### src/rtl/cluster_pkg.sv
// Shared constants and state type for the cluster_1 input vector loader.
package cluster_pkg;

  localparam int VEC_W     = 1894;
  localparam int WORD_W    = 32;
  localparam int NUM_WORDS = 60;
  localparam int LAST_BITS = 6;
  localparam int IDX_W     = 6;

  localparam logic [IDX_W-1:0] LAST_IDX = IDX_W'(NUM_WORDS - 1);

  typedef enum logic [1:0] {
    FILL,
    FULL,
    DRAIN
  } loader_state_t;

endpackage

### src/rtl/cluster_word_slicer.sv
// Decodes the current word index into a one-hot slice write enable.
// Indices past the final slice never produce an enable, and the final
// slice is flagged separately so the caller can store only its valid bits.
module cluster_word_slicer
  import cluster_pkg::*;
(
  input  logic                 writeEn_i,
  input  logic [IDX_W-1:0]     idx_i,
  output logic [NUM_WORDS-1:0] sliceWe_o,
  output logic                 lastSlice_o
);

  // One-hot enable for the slice addressed by idx_i, gated by writeEn_i.
  always_comb begin
    sliceWe_o   = '0;
    lastSlice_o = (idx_i == LAST_IDX);
    for (int w = 0; w < NUM_WORDS; w++) begin
      if (writeEn_i && (idx_i == IDX_W'(w))) begin
        sliceWe_o[w] = 1'b1;
      end
    end
  end

endmodule

### src/rtl/cluster_input_loader.sv
// Assembles the 1894-bit cluster_1 input vector from a 32-bit word stream
// and holds it stable for the downstream combinational output-bit modules.
// Malformed frames (early or missing s_last) raise a one-cycle err_len.
module cluster_input_loader
  import cluster_pkg::*;
(
  input  logic              clk,
  input  logic              rst_n,
  input  logic              s_valid,
  output logic              s_ready,
  input  logic [WORD_W-1:0] s_data,
  input  logic              s_last,
  input  logic              flush,
  output logic              m_valid,
  input  logic              m_ready,
  output logic [VEC_W-1:0]  m_vec,
  output logic              err_len,
  output logic [15:0]       frame_cnt
);

  loader_state_t         state_q,    state_d;
  logic [IDX_W-1:0]      wordIdx_q,  wordIdx_d;
  logic [VEC_W-1:0]      vec_q,      vec_d;
  logic                  errLen_q,   errLen_d;
  logic [15:0]           frameCnt_q, frameCnt_d;

  logic                  inXfer;
  logic                  outXfer;
  logic                  writeEn;
  logic [NUM_WORDS-1:0]  sliceWe;
  logic                  lastSlice;

  assign s_ready   = rst_n && (state_q != FULL);
  assign m_valid   = (state_q == FULL);
  assign m_vec     = vec_q;
  assign err_len   = errLen_q;
  assign frame_cnt = frameCnt_q;

  assign inXfer  = s_valid && s_ready;
  assign outXfer = m_valid && m_ready;
  assign writeEn = inXfer && (state_q == FILL) && !flush;

  cluster_word_slicer u_slicer (
    .writeEn_i   (writeEn),
    .idx_i       (wordIdx_q),
    .sliceWe_o   (sliceWe),
    .lastSlice_o (lastSlice)
  );

  // Merge the accepted word into its slice; the final slice keeps only its low bits.
  always_comb begin
    vec_d = vec_q;
    for (int w = 0; w < NUM_WORDS - 1; w++) begin
      if (sliceWe[w]) begin
        vec_d[w*WORD_W +: WORD_W] = s_data;
      end
    end
    if (sliceWe[NUM_WORDS-1]) begin
      vec_d[VEC_W-1 -: LAST_BITS] = s_data[LAST_BITS-1:0];
    end
  end

  // Frame FSM: word indexing, framing errors, hand-off and flush handling.
  always_comb begin
    state_d    = state_q;
    wordIdx_d  = wordIdx_q;
    errLen_d   = 1'b0;
    frameCnt_d = frameCnt_q;

    if (flush) begin
      state_d   = FILL;
      wordIdx_d = '0;
    end else begin
      unique case (state_q)
        FILL: begin
          if (inXfer) begin
            if (lastSlice) begin
              wordIdx_d = '0;
              if (s_last) begin
                state_d = FULL;
              end else begin
                errLen_d = 1'b1;
                state_d  = DRAIN;
              end
            end else if (s_last) begin
              errLen_d  = 1'b1;
              wordIdx_d = '0;
            end else begin
              wordIdx_d = wordIdx_q + IDX_W'(1);
            end
          end
        end
        FULL: begin
          if (outXfer) begin
            state_d    = FILL;
            wordIdx_d  = '0;
            frameCnt_d = frameCnt_q + 16'd1;
          end
        end
        DRAIN: begin
          if (inXfer && s_last) begin
            state_d   = FILL;
            wordIdx_d = '0;
          end
        end
        default: begin
          state_d   = FILL;
          wordIdx_d = '0;
        end
      endcase
    end
  end

  // State registers with synchronous active-low reset.
  always_ff @(posedge clk) begin
    if (!rst_n) begin
      state_q    <= FILL;
      wordIdx_q  <= '0;
      vec_q      <= '0;
      errLen_q   <= 1'b0;
      frameCnt_q <= '0;
    end else begin
      state_q    <= state_d;
      wordIdx_q  <= wordIdx_d;
      vec_q      <= vec_d;
      errLen_q   <= errLen_d;
      frameCnt_q <= frameCnt_d;
    end
  end

endmodule

### config.mk
export PLATFORM = sky130hd
export DESIGN_NAME = cluster_input_loader
export DESIGN_NICKNAME = d
export VERILOG_FILES = /design/src/rtl/cluster_pkg.sv /design/src/rtl/cluster_word_slicer.sv /design/src/rtl/cluster_input_loader.sv
export SDC_FILE = /design/constraint.sdc
export NUM_CORES = 2
export LEC_CHECK = 0
export CELL_PAD_IN_SITES_DETAIL_PLACEMENT = 0
export CELL_PAD_IN_SITES_GLOBAL_PLACEMENT = 2
export CORE_AREA = 2 2 755 757
export CTS_BUF_LIST = sky130_fd_sc_hd__clkbuf_4 sky130_fd_sc_hd__clkbuf_8 sky130_fd_sc_hd__clkbuf_16
export DETAILED_ROUTE_END_ITERATION = 12
export DIE_AREA = 0 0 757 759
export MAX_ROUTING_LAYER = met4
export PLACE_DENSITY = 0.47
export REMOVE_ABC_BUFFERS = 1
export SYNTH_ARGS = -nofsm -noshare
export SYNTH_HDL_FRONTEND = slang
export SYNTH_SLANG_ARGS = --single-unit
### constraint.sdc
create_clock -name clk -period 2.2 [get_ports clk]
set_input_delay 0.22 -clock clk [delete_from_list [all_inputs] [get_ports clk]]
set_output_delay 0.22 -clock clk [all_outputs]
set_load 0.02 [all_outputs]
After elaboration in Yosys (flattened, before gate mapping)
Cells that the tools add are included.

word-level totals
  logic and storage cells = 285
  output and inout port bits = 1913
  flip-flop bits (word level) = 1919

operators by class
  add/subtract/negate cells = 2
  mux-type cells = 75
  bitwise operators = 4
  equality and inequality tests = 66
  reduce and logical (&&, ||, !) cells = 74

operators by type and width
  kind                                                                   number
  6-bit equality test, second input constant                             28
  6-bit by 5-bit equality test with 1-bit output, second input constant  16
  1-bit logical AND                                                      66
  1-bit 2-to-1 mux                                                       63
  6-bit by 4-bit equality test with 1-bit output, second input constant  8
  6-bit 2-to-1 mux                                                       5
  6-bit by 3-bit equality test with 1-bit output, second input constant  4
  6-bit case mux with 3 select lines                                     1
  16-bit by 1-bit adder with 16-bit output, second input constant        1
  6-bit by 2-bit equality test with 1-bit output, second input constant  2
  2-bit 2-to-1 mux                                                       5
  6-bit by 1-bit adder with 6-bit output, second input constant          1
  6-bit by 1-bit equality test with 1-bit output, second input constant  1
  6-bit zero test                                                        1
  2-bit != test, second input constant                                   3
  2-bit case mux with 3 select lines                                     1
  3-bit AND reduction                                                    2
  2-bit by 1-bit != test with 1-bit output, second input constant        2
  1-bit inverter                                                         4
  4-bit AND reduction                                                    1
  4-bit OR reduction                                                     1
  2-bit by 1-bit equality test with 1-bit output, second input constant  1
  2-bit equality test, second input constant                             1
  2-bit zero test                                                        1
  2 further kinds                                                        2

Longest topological paths before layout
  depth in word-level cells = 7
  depth in mapped cells = 10
  mapped depth without buffers = 6

By module
From an unflattened synthesis, not the netlist that was laid out.

unflattened totals
  cells, all modules = 6590
  area, all modules = 73113.9 um^2

modules (own cells, without submodules)
  module                cells an instance  sequential area each (um^2)  instances  area each (um^2)
  cluster_input_loader  6499               38416.8                      1          72649.7
  cluster_word_slicer   91                 0.0                          1          464.2

Worst setup path before layout
No wires, ideal clock.

  path type = flip-flop to flip-flop
  start = register wordIdx_q[3]
  end = register vec_q[1115], in the netlist m_vec[1115]
  arrival = 1.792 ns
  data required time = 2.076 ns
  path buffers = 3
  path slack = 0.284 ns
  cell stages (with the launch flop) = 8
  setup time = 0.124 ns
  cell sequence = dfxtp_1 > buf_2 > or4b_4 > or4_1 > buf_4 > buf_6 > nand3_1 > o21ai_2

on the way
  longest elaborated chain between the ends = 3

ends and longest elaborated chain
  item                    RTL line                     text
  from (decl)             cluster_input_loader.sv:22   logic [IDX_W-1:0] wordIdx_q, wordIdx_d;
  from (signal assigned)  cluster_input_loader.sv:124  wordIdx_q <= wordIdx_d;
  6-bit equality test     cluster_word_slicer.sv:18    if (writeEn_i && (idx_i == IDX_W'(w))) begin
  1-bit logical AND       cluster_word_slicer.sv:18
  1-bit 2-to-1 mux        cluster_word_slicer.sv:18
  to (signal assigned)    cluster_input_loader.sv:125  vec_q <= vec_d;
  to (decl)               cluster_input_loader.sv:23   logic [VEC_W-1:0] vec_q, vec_d;

No other way between the ends.
A chain may end at the register's enable or synchronous reset.

Final worst setup path
  start = register wordIdx_q[3]
  end = register vec_q[1094], in the netlist m_vec[1094]

Same word-level chain as after synthesis.

==> summary.txt <==
Detailed routing
  • Initial drt markers: 4,154
  • DR pass1 iterations: 5
  • Via density: 3.74
  • Detail Route Antenna Nets: 0
  • DR vias: 62,075
  • Final wirelength: 460 mm
  • Routed WL per cell: approximately 28 um
  • DRC: 0

STA
  • Min cycle time layout: 2.39 ns
  • Final setup violation count: 819
  • F_max: 0.419 GHz
  • Tcrit/Tclk final: 109%
  • Endpoints failing hold: 0
  • Slew Viols, Final: 0
  • Relative slew margins: 39.4%
  • Fin Clk Skew: 0.0691 ns
  • RSZ-0062 raised after global routing: yes
  • Worst-Margin Slew: 0.909 ns
  • Final WS setup: -0.188 ns
  • TNS Setup: -51.06 ns

Worst setup path
  • Worst R2R Setup Slack: -0.19 ns
  • Crit. End Element: flop
  • Worst reg-to-reg path cell count: 7
  • FF-to-FF End: m_vec[1094]
  • Launch point of the worst path: wordIdx_q[3]
  • Worst setup SP type: flop
  • CP Data Arrival Time: 3.14 ns
  • CP endpoint: m_vec[1094]
  • CP required: 2.95 ns
  • Crit Path Max Fanout: 8
  • Kind of critical path: reg2reg
  • FF-to-FF Start: wordIdx_q[3]

Global route
  • Antenna violations before repair: 57
  • Tot GR Track Use: between 15 and 20%
  • Vias in the first global route: slightly below 60,000
  • Largest net degree at the start of global routing: 122
  • Grt ovf: 0
  • First-pass GRT wire length: 586 mm

Clock network
  • Clock Latency Late Sink: 0.96 ns
  • CTS tree: built
  • Clk root buf: clkbuf_16
  • CTS sink cnt: 1,919
  • H-tree Lvls: 4
  • Reg clk slew, reported paths: 0.06 ns
  • Total CTS buffers: 242
  • Clk buf depth: 4

Die
  • Chip Width: 757 um
  • Top Ports: 1,951
  • Die area: about 570,000 um2
  • Die Y: around 760 um
  • Core ar.: 567,000 um2
  • Initial Util: 11.5%
  • # rows: 277

Power
  • Pwr/cell area: 735 nW/um2
  • Leak: 37.0 nW
  • Total chip power: 81.1 mW
  • Peak VDD IR: 653 uV

Yosys
  • Yosys cell types: 46
  • Asr flop ratio synth: 0%
  • Synth warn: 0
  • Post-Syn Area per Cell: approximately 9.5 um2
  • Seq/Total Area, Yosys: a little under 60%
  • #FFs+latches synth: 1,919
  • Top_reg_cell synth: dfxtp_1
  • Cells after Synth: around 7,000
  • EDFF count, synth: 0
  • Mapped Area: 65,100 um2

Outcome
  • Violated checks: setup timing
  • Status: finished, violations left

Finish
  • Final Instance Area: 110,000 um2
  • Commonest non-fill, non-tap cell in the layout: dfxtp_1
  • Fill count: 62,383
  • Area grow syn2layout: 69.5%
  • Finished Core Util: 19.5%
  • Most frequent cells in the layout: 1,911 x dfxtp_1, 1,908 x clkdlybuf4s50_1, 1,578 x nand3_1, 888 x o21ai_1, 751 x o21ai_0
  • Share of cells above drive strength 1: about a fifth
  • Post-layout nets: 8,892

Place
  • DP Worst Slack: -0.685 ns
  • Gpl congestion: 0.778
  • Post-DP HPWL: between 300 and 400 mm
  • Port Buffers: around 2,000
  • Placed cell areas: 94,200 um2

Worst hold path
  • Hold crit path type: in2reg

Flow run
  • Max-cap violations: 0
## metrics by stage
stage	hold slack, ns	instances
5_1_grt	0.0713	16594
3_5_place_dp	0.449	15914
6_report	0.110	16616
3_3_place_gp	0.447	15914
4_1_cts	0.00687	16539
2_1_floorplan	0.299	6033
## critical path, cell delays in order, from the launching register on
cell and delay (ns):
dfxtp_4 0.36, buf_6 0.11, buf_6 0.10, or4b_4 0.65
or4_4 0.60, clkbuf_16 0.22, nand3_1 0.10, o21ai_2 0.06
## kinds of logic (layout without fill, tap and decap cells)
family	count (synthesis)	after routing	share of synthesized area, %
simple gates	2167	2167	16.7
compound gates	1923	1923	15.2
flops	1919	1919	59.0
buf+inv	853	3021	8.80
xor+xnor	9	9	0.121
fa+ha+maj	5	5	0.0961
mux	3	3	0.0461
other cells	0	36	0
## registers in the layout, summed over array words and instances, names as in the netlist
register	count
frame_cnt	16
err_len	1
m_vec	1894
state_q	2
wordIdx_q	6
## cells in the mapped netlist (all sizes together) (3+ instances only)
cell type	count	area share, %
a211oi	3	0.035
a21boi	5	0.058
a21oi	7	0.054
and2	7	0.067
buf	581	7.2
clkbuf	265	1.5
dfxtp	1919	59
ha	5	0.096
inv	7	0.040
mux2i	3	0.046
nand2	200	1.2
nand2b	7	0.067
nand3	1844	14
nand4	4	0.038
nand4b	4	0.054
nand4bb	8	0.14
nor2b	4	0.038
nor3	7	0.077
o21ai	1902	15
or3	48	0.46
or4	20	0.24
or4b	4	0.073
xnor2	6	0.081
xor2	3	0.040
## layout make-up
cell class              count  area [um2]  share of cell area [%]
clock inverters            64         821                   0.744
inverters                   7        32.5                  0.0295
repair buffers           2572       30000                    27.2
multi-input cells        4107       23900                    21.7
flip-flops and latches   1919       38400                    34.8
clock buffers             378        7630                    6.92
well taps                7533        9430                    8.54
diodes                     36        90.1                  0.0817
## power by group
group          internal [mW]  switching (mW)  leakage (nW)
logic                  0.915            3.10          17.3
registers               34.8          0.0240          15.5
clock network           25.2            17.0          4.24
## repair_timing
action | 4_1_cts | 5_1_grt
hold buffers | 4 | 0
buffers inserted | 84 | 25
setup endpoints to repair | 3442 | 3123
cloned | 96 | 45
endpoints found under the hold margin | 13 | 0
pin swaps | 144 | 162
gates resized for setup | 680 | 604
## routing by layer
layer | up-vias | part of all wire [%] | wire [um] | track usage [%]
li1 | 28397 | - | - | -
met4 | 0 | 3.4 | 15600 | 4.69
met5 | - | 0 | 0 | -
met2 | 2570 | 46 | 213000 | 24.6
met3 | 575 | 8.1 | 37300 | 4.49
met1 | 30533 | 42 | 194000 | 18.4
## worst min-delay path by stage
stage,start,end,slack [ns],cells past startpoint
finish,rst_n,m_vec[1718],0.11,5
floorplan,flush,err_len,0.30,1
global route,s_data[16],m_vec[272],0.07,4
detailed placement,m_vec[40],m_vec[40],0.45,2
CTS,rst_n,m_vec[1782],0.007,5
global placement,m_vec[44],m_vec[44],0.45,2
(Power assumes the default switching activity.)
